## src/rtl/status_vector_push_arbiter_pkg.sv

```systemverilog
// status_vector_push_arbiter_pkg: push/pull operation encodings shared with the status vector cells.
package status_vector_push_arbiter_pkg;
  typedef enum logic [1:0] {NN = 2'b00, NP = 2'b01, PN = 2'b10, PP = 2'b11} op_e;
endpackage

```

## src/rtl/status_vector_push_arbiter_rr_arbiter.sv

```systemverilog
// rr_arbiter: one-hot round-robin grant searching upward from ptr_i.
module rr_arbiter #(
  parameter int REQS = 4,
  localparam int IW = REQS > 1 ? $clog2(REQS) : 1
) (
  input  logic [REQS-1:0] req_i,
  input  logic [IW-1:0]   ptr_i,
  input  logic            en_i,
  output logic [REQS-1:0] gnt_o,
  output logic [IW-1:0]   idx_o
);
  logic          w_found;
  logic [IW-1:0] w_j;
  always_comb begin
    w_found = 1'b0;
    w_j = '0;
    idx_o = '0;
    gnt_o = '0;
    for (int k = 0; k < REQS; k++) begin
      w_j = IW'((int'(ptr_i) + k) % REQS);
      if (!w_found && req_i[w_j]) begin
        w_found = 1'b1;
        idx_o = w_j;
      end
    end
    gnt_o[idx_o] = en_i & w_found;
  end
endmodule

```

## src/rtl/status_vector_push_arbiter.sv

```systemverilog
// status_vector_push_arbiter: round-robin push arbitration, pull acceptance and thermometer valid mask for the status vector.
module status_vector_push_arbiter
  import status_vector_push_arbiter_pkg::*;
#(
  parameter int DEPTH = 8,
  parameter int WIDTH = 4,
  parameter int REQS = 4,
  localparam int CW = $clog2(DEPTH + 1),
  localparam int IW = REQS > 1 ? $clog2(REQS) : 1
) (
  input  logic                  clk_i,
  input  logic                  arst_n_i,
  input  logic [REQS-1:0]       req_i,
  input  logic [REQS*WIDTH-1:0] value_i,
  output logic [REQS-1:0]       gnt_o,
  input  logic                  pull_i,
  output logic                  pull_ack_o,
  output logic                  push_o,
  output logic                  pull_o,
  output logic [WIDTH-1:0]      push_value_o,
  output logic [DEPTH-1:0]      update_o,
  output logic                  empty_o,
  output logic                  full_o,
  output logic [CW-1:0]         count_o,
  output logic                  err_o
);
  logic [DEPTH-1:0] r_mask;
  logic [CW-1:0]    r_count;
  logic [IW-1:0]    r_rr;
  logic [REQS-1:0]  r_pend;
  logic             r_err;
  logic             w_push;
  logic [IW-1:0]    w_idx;
  logic [WIDTH-1:0] w_val;
  op_e              w_op;

  assign empty_o = ~r_mask[0];
  assign full_o = r_mask[DEPTH-1];
  assign pull_ack_o = arst_n_i & pull_i & ~empty_o;
  assign pull_o = pull_ack_o;
  assign w_push = arst_n_i & (|req_i) & (~full_o | pull_ack_o);
  assign push_o = w_push;
  assign update_o = r_mask;
  assign count_o = r_count;
  assign err_o = r_err;
  assign w_op = op_e'({w_push, pull_ack_o});
  assign push_value_o = w_val;

  rr_arbiter #(.REQS(REQS)) u_arb (
    .req_i(req_i),
    .ptr_i(r_rr),
    .en_i(w_push),
    .gnt_o(gnt_o),
    .idx_o(w_idx)
  );

  always_comb begin
    w_val = '0;
    for (int r = 0; r < REQS; r++) w_val = w_val | (gnt_o[r] ? value_i[r*WIDTH +: WIDTH] : '0);
  end

  // r_pend remembers requests stalled by a full vector; dropping one before its grant is a protocol error
  always_ff @(posedge clk_i or negedge arst_n_i) begin
    if (!arst_n_i) begin
      r_mask <= '0;
      r_count <= '0;
      r_rr <= '0;
      r_pend <= '0;
      r_err <= 1'b0;
    end else begin
      r_mask <= w_op == PN ? {r_mask[DEPTH-2:0], 1'b1} : w_op == NP ? {1'b0, r_mask[DEPTH-1:1]} : r_mask;
      r_count <= w_op == PN ? r_count + CW'(1) : w_op == NP ? r_count - CW'(1) : r_count;
      if (w_push) r_rr <= w_idx == IW'(REQS - 1) ? '0 : w_idx + IW'(1);
      r_pend <= (full_o & ~pull_ack_o) ? req_i : '0;
      r_err <= r_err | (pull_i & empty_o) | (|(r_pend & ~req_i));
    end
  end
endmodule

```

## config.mk

```make
export PLATFORM = sky130hd
export DESIGN_NAME = status_vector_push_arbiter
export DESIGN_NICKNAME = d
export VERILOG_FILES = /design/src/rtl/status_vector_push_arbiter_pkg.sv /design/src/rtl/status_vector_push_arbiter_rr_arbiter.sv /design/src/rtl/status_vector_push_arbiter.sv
export SDC_FILE = /design/constraint.sdc
export NUM_CORES = 1
export LEC_CHECK = 0
export CORE_MARGIN = 4
export CORE_UTILIZATION = 42
export CTS_CLUSTER_SIZE = 8
export DETAILED_ROUTE_END_ITERATION = 8
export PLACE_DENSITY = 0.78
export SETUP_SLACK_MARGIN = 0.2
export SYNTH_ARGS = -nofsm -noshare
export SYNTH_HDL_FRONTEND = slang
export SYNTH_HIERARCHICAL = 1
export SYNTH_SLANG_ARGS = --single-unit
```

## constraint.sdc

```tcl
create_clock -name clk_i -period 2.4 [get_ports clk_i]
set_input_delay 0.48 -clock clk_i [delete_from_list [all_inputs] [get_ports clk_i]]
set_output_delay 0.48 -clock clk_i [all_outputs]
set_load 0.02 [all_outputs]
```

# [Word level (Yosys, flattened, before mapping)]
# Cells that the tools add are included.
[classes] addsub=6 n_mul=0 div=0 magnitude_cmp=6 n_eq_ne=3 n_shift=0 muxes=28 bitwise_logic=19 reduce_logical=10
[ops] operator="$mux W4" count=7
[ops] operator="$mux W8" count=2
[ops] operator="$lt A2 B3 Y1 const B" count=5
[ops] operator="$or A4 B4 Y4" count=3
[ops] operator="$mux W2" count=5
[ops] operator="$mux W1" count=9
[ops] operator="$and A4 B4 Y4" count=2
[ops] operator="$bmux W1 S2" count=4
[ops] operator="$reduce_or A4 Y1" count=2
[ops] operator="$and A1 B1 Y1" count=7
[ops] operator="$add A2 B1 Y2 const B" count=2
[ops] operator="$add A2 B2 Y2 const B" count=2
[ops] operator="$add A4 B1 Y4 const B" count=1
[ops] operator="$eq A2 B2 Y1 const B" count=2
[ops] operator="$logic_and A1 B1 Y1" count=4
[ops] operator="$not A4 Y4" count=1
[ops] operator="$sub A4 B1 Y4 const B" count=1
[ops] operator="$logic_not A1 Y1" count=3
[ops] operator="$not A1 Y1" count=3
[ops] operator="$or A1 B1 Y1" count=3
[ops] operator="$demux W1 S2" count=1
[ops] operator="$eq A2 B1 Y1 const B" count=1
[ops] operator="$ge A2 B1 Y1 const B" count=1
[ops] operator="$reduce_bool A2 Y1" count=1
[totals] register_bits=19 latchBits=0 mem_bits_rw=0 mem_bits_ro=0 output_inout_bits=26 wordCells=77 mem_count=0

# [Logic depth before layout (Yosys ltp)]
[depth] depth_word=21 mapped_depth=10

# [Hierarchy]
# Netlist, hierarchy kept.
[by_module_without_submodules] mod="status_vector_push_arbiter" n_inst=1 cells_per_inst=98 area_each_um2=1038.5
[by_module_without_submodules] mod="rr_arbiter" n_inst=1 cells_per_inst=19 area_each_um2=135.1

# [Least setup slack after synthesis]
# No wires, ideal clock.
[synth_timing] path_type="reg2out" start="register r_mask[0], in the netlist update_o[0]" end="output port push_value_o[2]" arrival_time_ns=2.469 required_time_ns=1.920 setup_slack_ns=-0.549 path_stages_with_launch=7 path_buffers=0 path_cell_list="dfrtp_1 -> nand3_2 -> a21oi_2 -> nand2b_1 -> nor3b_1 -> a22oi_1 -> nand2_1"
[synth_via] word_cells_on_any_way=12 cone_classes="mux (4); bitwise (8)"
[synth_lines] element="from (decl)" line="status_vector_push_arbiter.sv:27" source="logic [DEPTH-1:0] r_mask;"
[synth_lines] element="from (signal assigned)" line="status_vector_push_arbiter.sv:71" source="r_mask <= w_op == PN ? {r_mask[DEPTH-2:0], 1'b1} : w_op == NP ? {1'b0, r_mask[DEPTH-1:1]} : r_mask;"
[synth_lines] element="$and A1 B1 Y1" line="status_vector_push_arbiter.sv:39" source="assign pull_ack_o = arst_n_i & pull_i & ~empty_o;"
[synth_lines] element="$or A1 B1 Y1" line="status_vector_push_arbiter.sv:41" source="assign w_push = arst_n_i & (|req_i) & (~full_o | pull_ack_o);"
[synth_lines] element="$and A1 B1 Y1" line="status_vector_push_arbiter.sv:41"
[synth_lines] element="net push_o" line="status_vector_push_arbiter.sv:18" source="output logic push_o,"
[synth_lines] element="$and A1 B1 Y1" line="status_vector_push_arbiter_rr_arbiter.sv:26" source="gnt_o[idx_o] = en_i & w_found;"
[synth_lines] element="$and A4 B4 Y4 (no line)"
[synth_lines] element="net gnt_o[2]" line="status_vector_push_arbiter.sv:15" source="output logic [REQS-1:0] gnt_o,"
[synth_lines] element="$mux W4" line="status_vector_push_arbiter.sv:59" source="for (int r = 0; r < REQS; r++) w_val = w_val | (gnt_o[r] ? value_i[r*WIDTH +: WIDTH] : '0);"
[synth_lines] element="$or A4 B4 Y4 (2 in series)" line="status_vector_push_arbiter.sv:59"
[synth_lines] element="to (decl)" line="status_vector_push_arbiter.sv:20" source="output logic [WIDTH-1:0] push_value_o,"
# The timed path passes the listed nets, and every way through them passes these cells.

# [Final worst setup path]
[layout_timing] start="register r_rr[1]" end="output port push_value_o[3]"
[layout_via] elab_chain_cells=21 word_cells_on_any_way=39 cone_classes="add/sub (3); order compare (2); mux (22); bitwise (5); reduce/logical (7)"
[layout_lines] element="from (decl)" line="status_vector_push_arbiter.sv:29" source="logic [IW-1:0] r_rr;"
[layout_lines] element="from (signal assigned)" line="status_vector_push_arbiter.sv:73" source="if (w_push) r_rr <= w_idx == IW'(REQS - 1) ? '0 : w_idx + IW'(1);"
[layout_lines] element="branches (longest 16 deep; another with $lt A2 B3 Y1)"
[layout_lines] element="$and A4 B4 Y4 (no line) (*)"
[layout_lines] element="$mux W4" line="status_vector_push_arbiter.sv:59"
[layout_lines] element="$or A4 B4 Y4 (2 in series)" line="status_vector_push_arbiter.sv:59"
[layout_lines] element="$or A4 B4 Y4 (*)" line="status_vector_push_arbiter.sv:59"
# Mark *: on every way between the ends. The select of a mux whose other input is x is not followed.

==> results.cfg <==
[layout]
design_area_um2 = 2180
nets = 225
diodes = 0
drive_above_1_share_pct = 45.9
layout.cells.non_filler = 226
area_delta_synth_final_pct = 85.7

[setup_path]
path_max_fanout = 6
worstPathCellList = mux2_4 > nand2_4 > o221ai_4 > nor3b_4 > buf_4 > a22oi_2 > nand2_2 > buf_6
crit_path_start = r_rr[1]
r2r-start = update_o[0]
path_buf_inv = 2
critPathKind = reg -> out
crit_arrival_ns = 2.07
cp_data_required_time_ns = 1.92
slowest_stage = dfrtp_2
start_kind = flip-flop
cp-end-kind = output pin
slowest_delay_ns = 0.48
cpLargestDelayFamily = flip-flops

[logic_synthesis]
ys_seq_area_share_pct = 40.5
ys_ff_latch = 19
yosysWarnings = 6
async_reset_ff_share_pct = 100
synth_area_um2 = 1170
synthDistinctLibCells = 39
yosys-top-cells-count = dfrtp_1, nand2_1, a22oi_1, o21ai_0, inv_1
synth.most_common_cell = dfrtp_1
avgSynthCellArea_um2 = 10.0
synth_top_area_share_pct = 40.5
synth_area_leaders = dfrtp_1, ha_1, mux2i_1, a22oi_1, nand2_1
synth_area_leader_cell = dfrtp_1
synth_flop_cell = dfrtp_1
synth_fp_nets = 145
netlist_instances = 117
synth-edff-count = 0

[timing]
setup-tns-final_ns = -0.501
grt_setup_unrepaired = true
fin_crit_sh_pct = 106
setup_ws_ns = -0.149
worstMarginPinSlew_ns = 0.343
clock_skew_ns = 0.0119
relSlewSlack_pct = 76.6
setup_viol = 5
finalMaxSlewViolations = 0
finalCriticalPeriod_ns = 2.55
clock.fmax_mhz = 392
worst_hold_slack_ns = 0.347
hold_viol_final = 0

[global_route]
antenna_found_initial = 0
grt_pass1_wl_um = 6470
grt_max_degree = 18
first_global_vias = 1308
grt_overflow_total = 0
grt_use_total_pct = 23.7

[clock_tree]
cts_made_buffers = 3
clk_root_buffer_cell = clkbuf_4
h-tree-depth = 1
clock-sinks = 19
cts_buffer_depth = 2
clk_latency_ns = 0.30
holdBufCountCts = 0
cts_tree = yes
clk_pin_slew_ns = 0.12

[route]
ant_nets = 0
avgRoutedWirePerCell_um = 17.6
drc = 0
routed_wirelength_um = 3980
drt_iter0_markers = 93
route.vias.total = 1214
firstDrtPassIters = 4
avgViaCountPerCell = 5.37

[floorplanning]
initial_core_util_pct = 45.7
core_area_um2 = 2570
dieArea_um2 = 3700
num_rows = 18
die_h_um = 60.9
fp.dieW_um = 60.9
ioPinCount = 49

[placement]
hpwl_um = 2650
placed_area_um2 = 1940
gp_congestion = 0.745
dp_cells = 213
port_buffers = 48

[power]
power_uw = 2140
power.density_nw_per_um2 = 982
p_leak_uw = 0.000975
max-vdd-ir-drop_uv = 991

[status]
violations = setup timing
status = finished with violations

[worst_hold_path]
hold_class = in -> async

[flow_run]
maxCapViolations = 0
cells in the final DEF (no fill, tap or decap), types with 2 or more instances in the layout:
cell type,synthesis,routed
a21oi_2,1,2
dlygate4sd2_1,0,4
dfrtp_1,19,17
dfrtp_2,0,2
nand2_2,0,4
clkbuf_4,0,3
a21oi_1,4,2
nand2_1,15,10
inv_1,7,6
ha_4,0,3
nor3b_4,0,2
mux2i_1,6,6
nor3_4,0,2
and3_1,4,4
buf_2,1,4
xnor2_1,3,2
clkdlybuf4s50_1,0,31
nor2_1,3,2
ha_1,5,2
buf_6,1,16
a22oi_2,0,7
buf_4,2,26
mux2_4,2,4
o21ai_0,8,7
nor2b_1,2,2
what timing repair did:
action / 4_1_cts / 5_1_grt
gates resized for setup: 94 / 14
setup buffers: 8 / 1
endpoints found under the setup margin: 23 / 11
gates cloned: 0 / 0
pin swaps: 18 / 9
registers in the layout, indices dropped and copies added (netlist names):
register	count
update_o	8
r_rr	2
count_o	4
err_o	1
r_pend	4
stage by stage:
stage | setup WS [ns] | util (%)
CTS | -0.122 | 82.7
global route | -0.266 | 84.9
global placement | -0.790 | 75.5
finish | -0.149 | 84.9
floorplan | 0.154 | -
detailed placement | -0.856 | 75.5
tightest hold or removal path, cell delays in order:
cell           delay [ns]
dlygate4sd2_1        0.22
buf_4                0.13
buf_4                0.17
power breakdown:
group / internal [uW] / total [uW] / switching (uW)
registers: 420 / 557 / 136
logic: 759 / 1420 / 659
clock network: 63.5 / 166 / 103
final cells by class:
class / count / area [um^2]
fill: 132 / 388
multi-input combinational: 84 / 861
timing repair buffer: 81 / 741
inverter: 8 / 32.5
clock inverter: 1 / 7.51
sequential: 19 / 478
clock buffer: 3 / 22.5
tap: 30 / 37.5
path summary, 6_finish.rpt:
kind	endpoint	slack, ns	cells past startpoint
worst max-delay path	push_value_o[3]	-0.15	8
worst min-delay path	r_rr[0]	0.35	3
min in group clk_i	count_o[3]	0.47	1
worst max register to register	count_o[3]	0.31	11
max in group asynchronous	update_o[0]	1.89	3
worst min register to register	count_o[3]	0.47	1
metal layers:
layer / GRT usage [%] / part of all wire (%)
met1: 28.4 / 40
met2: 40.8 / 51
met3: 6.17 / 6.6
met4: 8.36 / 2.2
met5: 0 / 0
kinds of logic (layout without fill, tap and decap cells):
group,Yosys count,after routing,share of synthesized area [%]
and+or+nand+nor,34,34,16.0
AOI/OAI and AO/OA,31,31,19.7
DFF,19,19,40.5
buffers and inverters,14,93,5.86
muxes,10,10,9.60
adders and majority gates,5,5,5.33
xor gates and xnor gates,4,4,2.99
Power figures use the tool's default switching activity.
